[src/rtl/shift_inc_pkg.sv]
`default_nettype none
// ============================================================================
// Module   : shift_inc_pkg
// Brief    : Opcodes, FSM state encoding and helpers shared by shift_inc_unit.
// Revision : 1.0 - initial release
// ============================================================================
package shift_inc_pkg;

    typedef logic [2:0] op_t;

    localparam op_t OP_LOAD     = 3'b000;
    localparam op_t OP_LOAD_INC = 3'b001;
    localparam op_t OP_SHL      = 3'b010;
    localparam op_t OP_SHL_INC  = 3'b011;
    localparam op_t OP_SHR      = 3'b100;
    localparam op_t OP_ROL      = 3'b101;
    localparam op_t OP_INC      = 3'b110;
    localparam op_t OP_NOP      = 3'b111;

    typedef enum logic [1:0] {
        S_IDLE  = 2'd0,
        S_SHIFT = 2'd1,
        S_INC   = 2'd2
    } state_t;

    function automatic logic is_shift_op(input op_t op);
        return (op == OP_SHL) || (op == OP_SHL_INC) || (op == OP_SHR) || (op == OP_ROL);
    endfunction

endpackage
`default_nettype wire

[src/rtl/shift_inc_step.sv]
`default_nettype none
// ============================================================================
// Module   : shift_inc_step
// Brief    : Combinational shift/rotate/increment by a given amount, with
//            carry-out (OR of bits shifted out of the MSB, or increment wrap).
// Revision : 1.0 - initial release
// ============================================================================
module shift_inc_step #(
    parameter int WIDTH   = 8,
    parameter int SHAMT_W = 3
) (
    input  logic [2:0]         op,
    input  logic [WIDTH-1:0]   operand,
    input  logic [SHAMT_W-1:0] amount,
    output logic [WIDTH-1:0]   result,
    output logic               carry
);
    import shift_inc_pkg::*;

    // Zero-extended left shift keeps the bits that fall off the MSB in the upper half.
    logic [2*WIDTH-1:0] w_shl_wide;
    logic [WIDTH-1:0]   w_rol;

    assign w_shl_wide = {{WIDTH{1'b0}}, operand} << amount;
    assign w_rol      = (operand << amount) | (operand >> (WIDTH - int'(amount)));

    always_comb begin
        result = operand;
        carry  = 1'b0;
        case (op)
            OP_SHL, OP_SHL_INC: begin
                result = w_shl_wide[WIDTH-1:0];
                carry  = |w_shl_wide[2*WIDTH-1:WIDTH];
            end
            OP_SHR: result = operand >> amount;
            OP_ROL: result = w_rol;
            OP_LOAD_INC, OP_INC: begin
                result = operand + WIDTH'(1);
                carry  = &operand;
            end
            default: ;
        endcase
    end

endmodule
`default_nettype wire

[src/rtl/shift_inc_unit.sv]
`default_nettype none
// ============================================================================
// Module   : shift_inc_unit
// Brief    : Load / shift / rotate / increment result register with a
//            start-busy-done handshake, overflow and parity status.
//            Define SHIFT_INC_BARREL_EN for single-cycle barrel shifting.
// Revision : 1.0 - initial release
// ============================================================================
module shift_inc_unit #(
    parameter int WIDTH   = 8,
    parameter int SHAMT_W = 3
) (
    input  logic               clk,
    input  logic               rst_n,
    input  logic               start,
    input  logic [2:0]         op,
    input  logic [SHAMT_W-1:0] shamt,
    input  logic [WIDTH-1:0]   data_in,
    output logic [WIDTH-1:0]   data_out,
    output logic               busy,
    output logic               done,
    output logic               overflow,
    output logic               parity
);
    import shift_inc_pkg::*;

    state_t             r_state;
    logic [WIDTH-1:0]   r_data;
    op_t                r_op;
    logic [SHAMT_W-1:0] r_count;
    logic               r_done;
    logic               r_ovf;

    state_t             w_state_nxt;
    logic [WIDTH-1:0]   w_data_nxt;
    op_t                w_op_nxt;
    logic [SHAMT_W-1:0] w_count_nxt;
    logic               w_done_nxt;
    logic               w_ovf_nxt;

    op_t                w_step_op;
    logic [WIDTH-1:0]   w_step_in;
    logic [SHAMT_W-1:0] w_step_amt;
    logic [WIDTH-1:0]   w_step_res;
    logic               w_step_carry;

    // Single datapath step shared by IDLE increments, serial shifts and the INC state.
    always_comb begin
        w_step_op  = OP_NOP;
        w_step_in  = r_data;
        w_step_amt = SHAMT_W'(1);
        case (r_state)
            S_IDLE: begin
`ifdef SHIFT_INC_BARREL_EN
                if (is_shift_op(op)) begin
                    w_step_op  = op;
                    w_step_in  = data_in;
                    w_step_amt = shamt;
                end else begin
                    w_step_op  = OP_INC;
                end
`else
                w_step_op = OP_INC;
`endif
            end
            S_SHIFT: w_step_op = r_op;
            S_INC:   w_step_op = OP_INC;
            default: ;
        endcase
    end

    shift_inc_step #(
        .WIDTH   (WIDTH),
        .SHAMT_W (SHAMT_W)
    ) u_step (
        .op      (w_step_op),
        .operand (w_step_in),
        .amount  (w_step_amt),
        .result  (w_step_res),
        .carry   (w_step_carry)
    );

    always_comb begin
        w_state_nxt = r_state;
        w_data_nxt  = r_data;
        w_op_nxt    = r_op;
        w_count_nxt = r_count;
        w_done_nxt  = 1'b0;
        w_ovf_nxt   = r_ovf;
        case (r_state)
            S_IDLE: begin
                if (start) begin
                    w_op_nxt  = op;
                    w_ovf_nxt = 1'b0;
                    case (op)
                        OP_LOAD: begin
                            w_data_nxt = data_in;
                            w_done_nxt = 1'b1;
                        end
                        OP_NOP: w_done_nxt = 1'b1;
                        OP_INC: begin
                            w_data_nxt = w_step_res;
                            w_ovf_nxt  = w_step_carry;
                            w_done_nxt = 1'b1;
                        end
                        OP_LOAD_INC: begin
                            w_data_nxt  = data_in;
                            w_state_nxt = S_INC;
                        end
                        default: begin
`ifdef SHIFT_INC_BARREL_EN
                            w_data_nxt = w_step_res;
                            w_ovf_nxt  = w_step_carry;
                            if (op == OP_SHL_INC) w_state_nxt = S_INC;
                            else                  w_done_nxt  = 1'b1;
`else
                            w_data_nxt  = data_in;
                            w_count_nxt = shamt;
                            if (shamt != '0)           w_state_nxt = S_SHIFT;
                            else if (op == OP_SHL_INC) w_state_nxt = S_INC;
                            else                       w_done_nxt  = 1'b1;
`endif
                        end
                    endcase
                end
            end
            S_SHIFT: begin
                w_data_nxt  = w_step_res;
                w_ovf_nxt   = r_ovf | w_step_carry;
                w_count_nxt = r_count - SHAMT_W'(1);
                if (r_count == SHAMT_W'(1)) begin
                    if (r_op == OP_SHL_INC) begin
                        w_state_nxt = S_INC;
                    end else begin
                        w_state_nxt = S_IDLE;
                        w_done_nxt  = 1'b1;
                    end
                end
            end
            S_INC: begin
                w_data_nxt  = w_step_res;
                w_ovf_nxt   = r_ovf | w_step_carry;
                w_state_nxt = S_IDLE;
                w_done_nxt  = 1'b1;
            end
            default: w_state_nxt = S_IDLE;
        endcase
    end

    always_ff @(posedge clk or negedge rst_n) begin
        if (!rst_n) begin
            r_state <= S_IDLE;
            r_data  <= '0;
            r_op    <= OP_NOP;
            r_count <= '0;
            r_done  <= 1'b0;
            r_ovf   <= 1'b0;
        end else begin
            r_state <= w_state_nxt;
            r_data  <= w_data_nxt;
            r_op    <= w_op_nxt;
            r_count <= w_count_nxt;
            r_done  <= w_done_nxt;
            r_ovf   <= w_ovf_nxt;
        end
    end

    assign data_out = r_data;
    assign busy     = (r_state != S_IDLE);
    assign done     = r_done;
    assign overflow = r_ovf;
    assign parity   = ^r_data;

endmodule
`default_nettype wire

[config.mk]
export PLATFORM = sky130hd
export DESIGN_NAME = shift_inc_unit
export DESIGN_NICKNAME = d
export VERILOG_FILES = /design/src/rtl/shift_inc_pkg.sv /design/src/rtl/shift_inc_step.sv /design/src/rtl/shift_inc_unit.sv
export SDC_FILE = /design/constraint.sdc
export NUM_CORES = 1
export LEC_CHECK = 0
export ABC_AREA = 1
export CAP_MARGIN = 20
export CORE_MARGIN = 1
export CORE_UTILIZATION = 40
export CTS_CLUSTER_SIZE = 28
export DETAILED_ROUTE_END_ITERATION = 7
export PLACE_DENSITY = 0.68
export SLEW_MARGIN = 0
export SYNTH_ARGS = -nofsm -noshare
export SYNTH_HDL_FRONTEND = slang
export SYNTH_HIERARCHICAL = 1
export SYNTH_SLANG_ARGS = --single-unit
[constraint.sdc]
create_clock -name clk -period 2.9 [get_ports clk]
set_clock_uncertainty 0.05 [all_clocks]
set_input_delay 0.725 -clock clk [delete_from_list [all_inputs] [get_ports clk]]
set_output_delay 0.725 -clock clk [all_outputs]
set_load 0.005 [all_outputs]
==> metrics.cfg <==
[clock_network]
cts_buffer_depth=2
cts-root-buf=clkbuf_8
tritoncts.num_buffers=3
htreeDepth=1
holdBufCountCts=0
cts_tree=done
clock_sink_count=18
clk_latency_ns=0.25
clk_pin_slew_worst_paths_ns=0.07

[pwr]
clkPwrFrac_pct=5.8
p_int_mw=1.68
comb_power_share_pct=79.6
p_total_mw=3.60
netSwitchingPower_mw=1.92
p_sw_share_pct=53.3
peakVddDrop_mv=0.656
power.density_mw_per_mm2=1300
p_leak_nw=1.40
pwr-share-seq_pct=14.7

[timing]
min_period_ns=2.66
rsz0062_at_grt=no
fin_setup_tns_ns=0
fmax_ghz=0.376
timing_hold_violations_final=0
slew_violations=0
setup_viol=0
final.period_utilization_pct=91.6
setup_ws_ns=0.244

[route]
dr.pass1.iters=6
finalWirelength_um=6340
route.met3.wl_um=441
routed-via-count=2700
final_antenna_net_count=0
vias_per_cell=5.26
met1Wirelength_um=3010
drcViolationCount=0
routedWlPerCell_um=12.4
top_layer=met4
drtIter0Drc=263
wl_met2_um=2760

[critical_path]
crit_chain=xnor2_1 -> nor2_1 -> nor2_1 -> nand2_1 -> nand2_1 -> clkdlybuf4s50_1
path_buf_inv=1
rr_worst_depth=17
crit_path_end=parity
worst_path_largest_cell_delay_ns=0.51
r2r_setup_slack_ns=0.40
startpoint=data_out[0]
end_kind=output pin
crit_arrival_ns=1.88
reg2reg_from=r_state[1]
path_class=flip-flop to output pin
crit_path_start_kind=flip-flop
cp_slowest_cell=dfrtp_1
crit_required_ns=2.12
cp.depth=6
cp_max_fo=10
r2r_end=data_out[5]
path_delay_family=flip-flops

[floorplanning]
io_pins=29
rows=27
initial_core_util_pct=42.0
core-area_mm2=0.00554
die_h_um=78.2
chipWidth_um=78.2
fp.dieArea_mm2=0.00612

[worst_hold_path]
hold_class=flip-flop to flip-flop
hold_path_startpoint=r_count[1]

[synthesis]
async_flop_share_pct=100
syn_area_per_cell_um2=5.78
syn-cell-area_mm2=0.00232
yosys.cell_types.count=40
ys.flop_type=dfrtp_1
ys_ff_latch=18
syn_inst=402
yosysSeqAreaShare_pct=19.5
synth_edf_count=0
yosysWarnings=6

[global_route]
grt_max_degree=19
gr-total-overflow=0
grt_pass1_vias=2505
gr-usage-all-layers_pct=22.0
antenna_found_initial=0
grt_pass1_wl_um=10900

[placement]
placed_area_mm2=0.00270
numPlacedInstances=507
dpl.hpwl_um=4980
post-place-ws_ns=0.249
io_buffers=28
gp_congestion=0.975

[run_status]
outcome=complete, no violations

[final_layout]
antenna_cells=0
layout_common_cells=nand2_1 (128), nand3_1 (62), nor2_1 (53), inv_1 (34), clkdlybuf4s50_1 (28)
syn_to_final_growth_pct=19.4
final_common_cell=nand2_1
layout-drive-gt1-share_pct=7.94
nNetsFinal=468
n_fill_cell=609
design_area_mm2=0.00278
stdcell_count=513

[run]
cap_violations=0

[per-layer routing]
| metal | track usage [%] | vias up |
|---|---|---|
| met5 | 0 | - |
| met4 | 7.59 | 0 |
| met3 | 4.19 | 15 |
| met2 | 35.1 | 125 |
| met1 | 29.6 | 1175 |
| li1 | - | 1385 |
[what timing repair did]
action / in CTS / in global routing
setup buffers: 0 / 2
endpoints found under the setup margin: 0 / 7
gates resized for setup: 0 / 1
[worst min-delay path: stages (launching register included)]
cell and delay, ns:
dfrtp_1 0.35, nand2_1 0.05, nand2_1 0.05
[worst min path at each step]
stage                  endpoint  slack (ns)  cells past startpoint
floorplan           data_out[0]        0.38                      0
global placement     r_count[1]        0.41                      2
detailed placement   r_count[1]        0.42                      2
CTS                  r_count[1]        0.44                      2
global route         r_count[1]        0.45                      2
finish               r_count[1]        0.43                      2
[power groups by stage]
stage,combinational [mW],clock (mW),sequential (mW)
after floorplan,1.99,0,0.553
after global placement,2.74,0,0.526
after detailed placement,2.75,0,0.533
after CTS,2.77,0.212,0.528
after global routing,3.29,0.223,0.547
final,2.86,0.208,0.527
[state kept, by name (all words and copies together) (netlist names)]
register	flops
r_op	3
r_state	2
done	1
r_count	3
data_out	8
overflow	1
[per-stage QoR]
stage | hold slack [ns] | utilization [%]
after floorplan | 0.379 | -
after global placement | 0.409 | 48.8
after detailed placement | 0.424 | 48.8
after CTS | 0.439 | 49.8
after global routing | 0.450 | 50.1
final | 0.433 | 50.1
[cell families after synthesis]
group,count (synthesis),synth area share (%)
AND/OR/NAND/NOR,265,48.9
other,2,0.323
adder cells (fa/ha/maj),9,4.84
flip-flops,18,19.5
XOR/XNOR,9,3.71
buffers and inverters,47,9.36
AO/OA/AOI/OAI,52,13.3
[cell type report]
cell class	count	area, µm²	share of cell area [%]
clock buffers	4	55.1	1.98
well taps	72	90.1	3.24
inverters	38	144	5.18
flip-flops and latches	18	454	16.4
multi-input cells	343	1680	60.4
repair buffers	38	355	12.8
[Yosys cell counts (2+ instances only)]
master | count | area, µm²
xnor2_1 | 6 | 52.6
conb_1 | 2 | 7.51
nand2_1 | 128 | 480
inv_2 | 2 | 7.51
nor2_2 | 2 | 12.5
a21oi_1 | 11 | 55.1
inv_1 | 34 | 128
nand2_4 | 2 | 22.5
and2_1 | 2 | 12.5
o21ai_1 | 6 | 30.0
dfstp_2 | 3 | 78.8
buf_6 | 2 | 22.5
nand4_1 | 4 | 25.0
ha_1 | 9 | 113
buf_2 | 2 | 10.0
o21ai_0 | 14 | 70.1
nand3b_1 | 3 | 22.5
clkbuf_2 | 2 | 10.0
nand2_2 | 5 | 31.3
o22ai_1 | 4 | 25.0
o211ai_1 | 3 | 22.5
xor2_1 | 2 | 17.5
nand3_1 | 62 | 310
nor2_1 | 54 | 203
a31oi_1 | 7 | 43.8
dfrtp_1 | 15 | 375
a31oi_2 | 2 | 25.0
nor3_1 | 2 | 10.0
No activity file was read; power rests on OpenSTA's default activity.
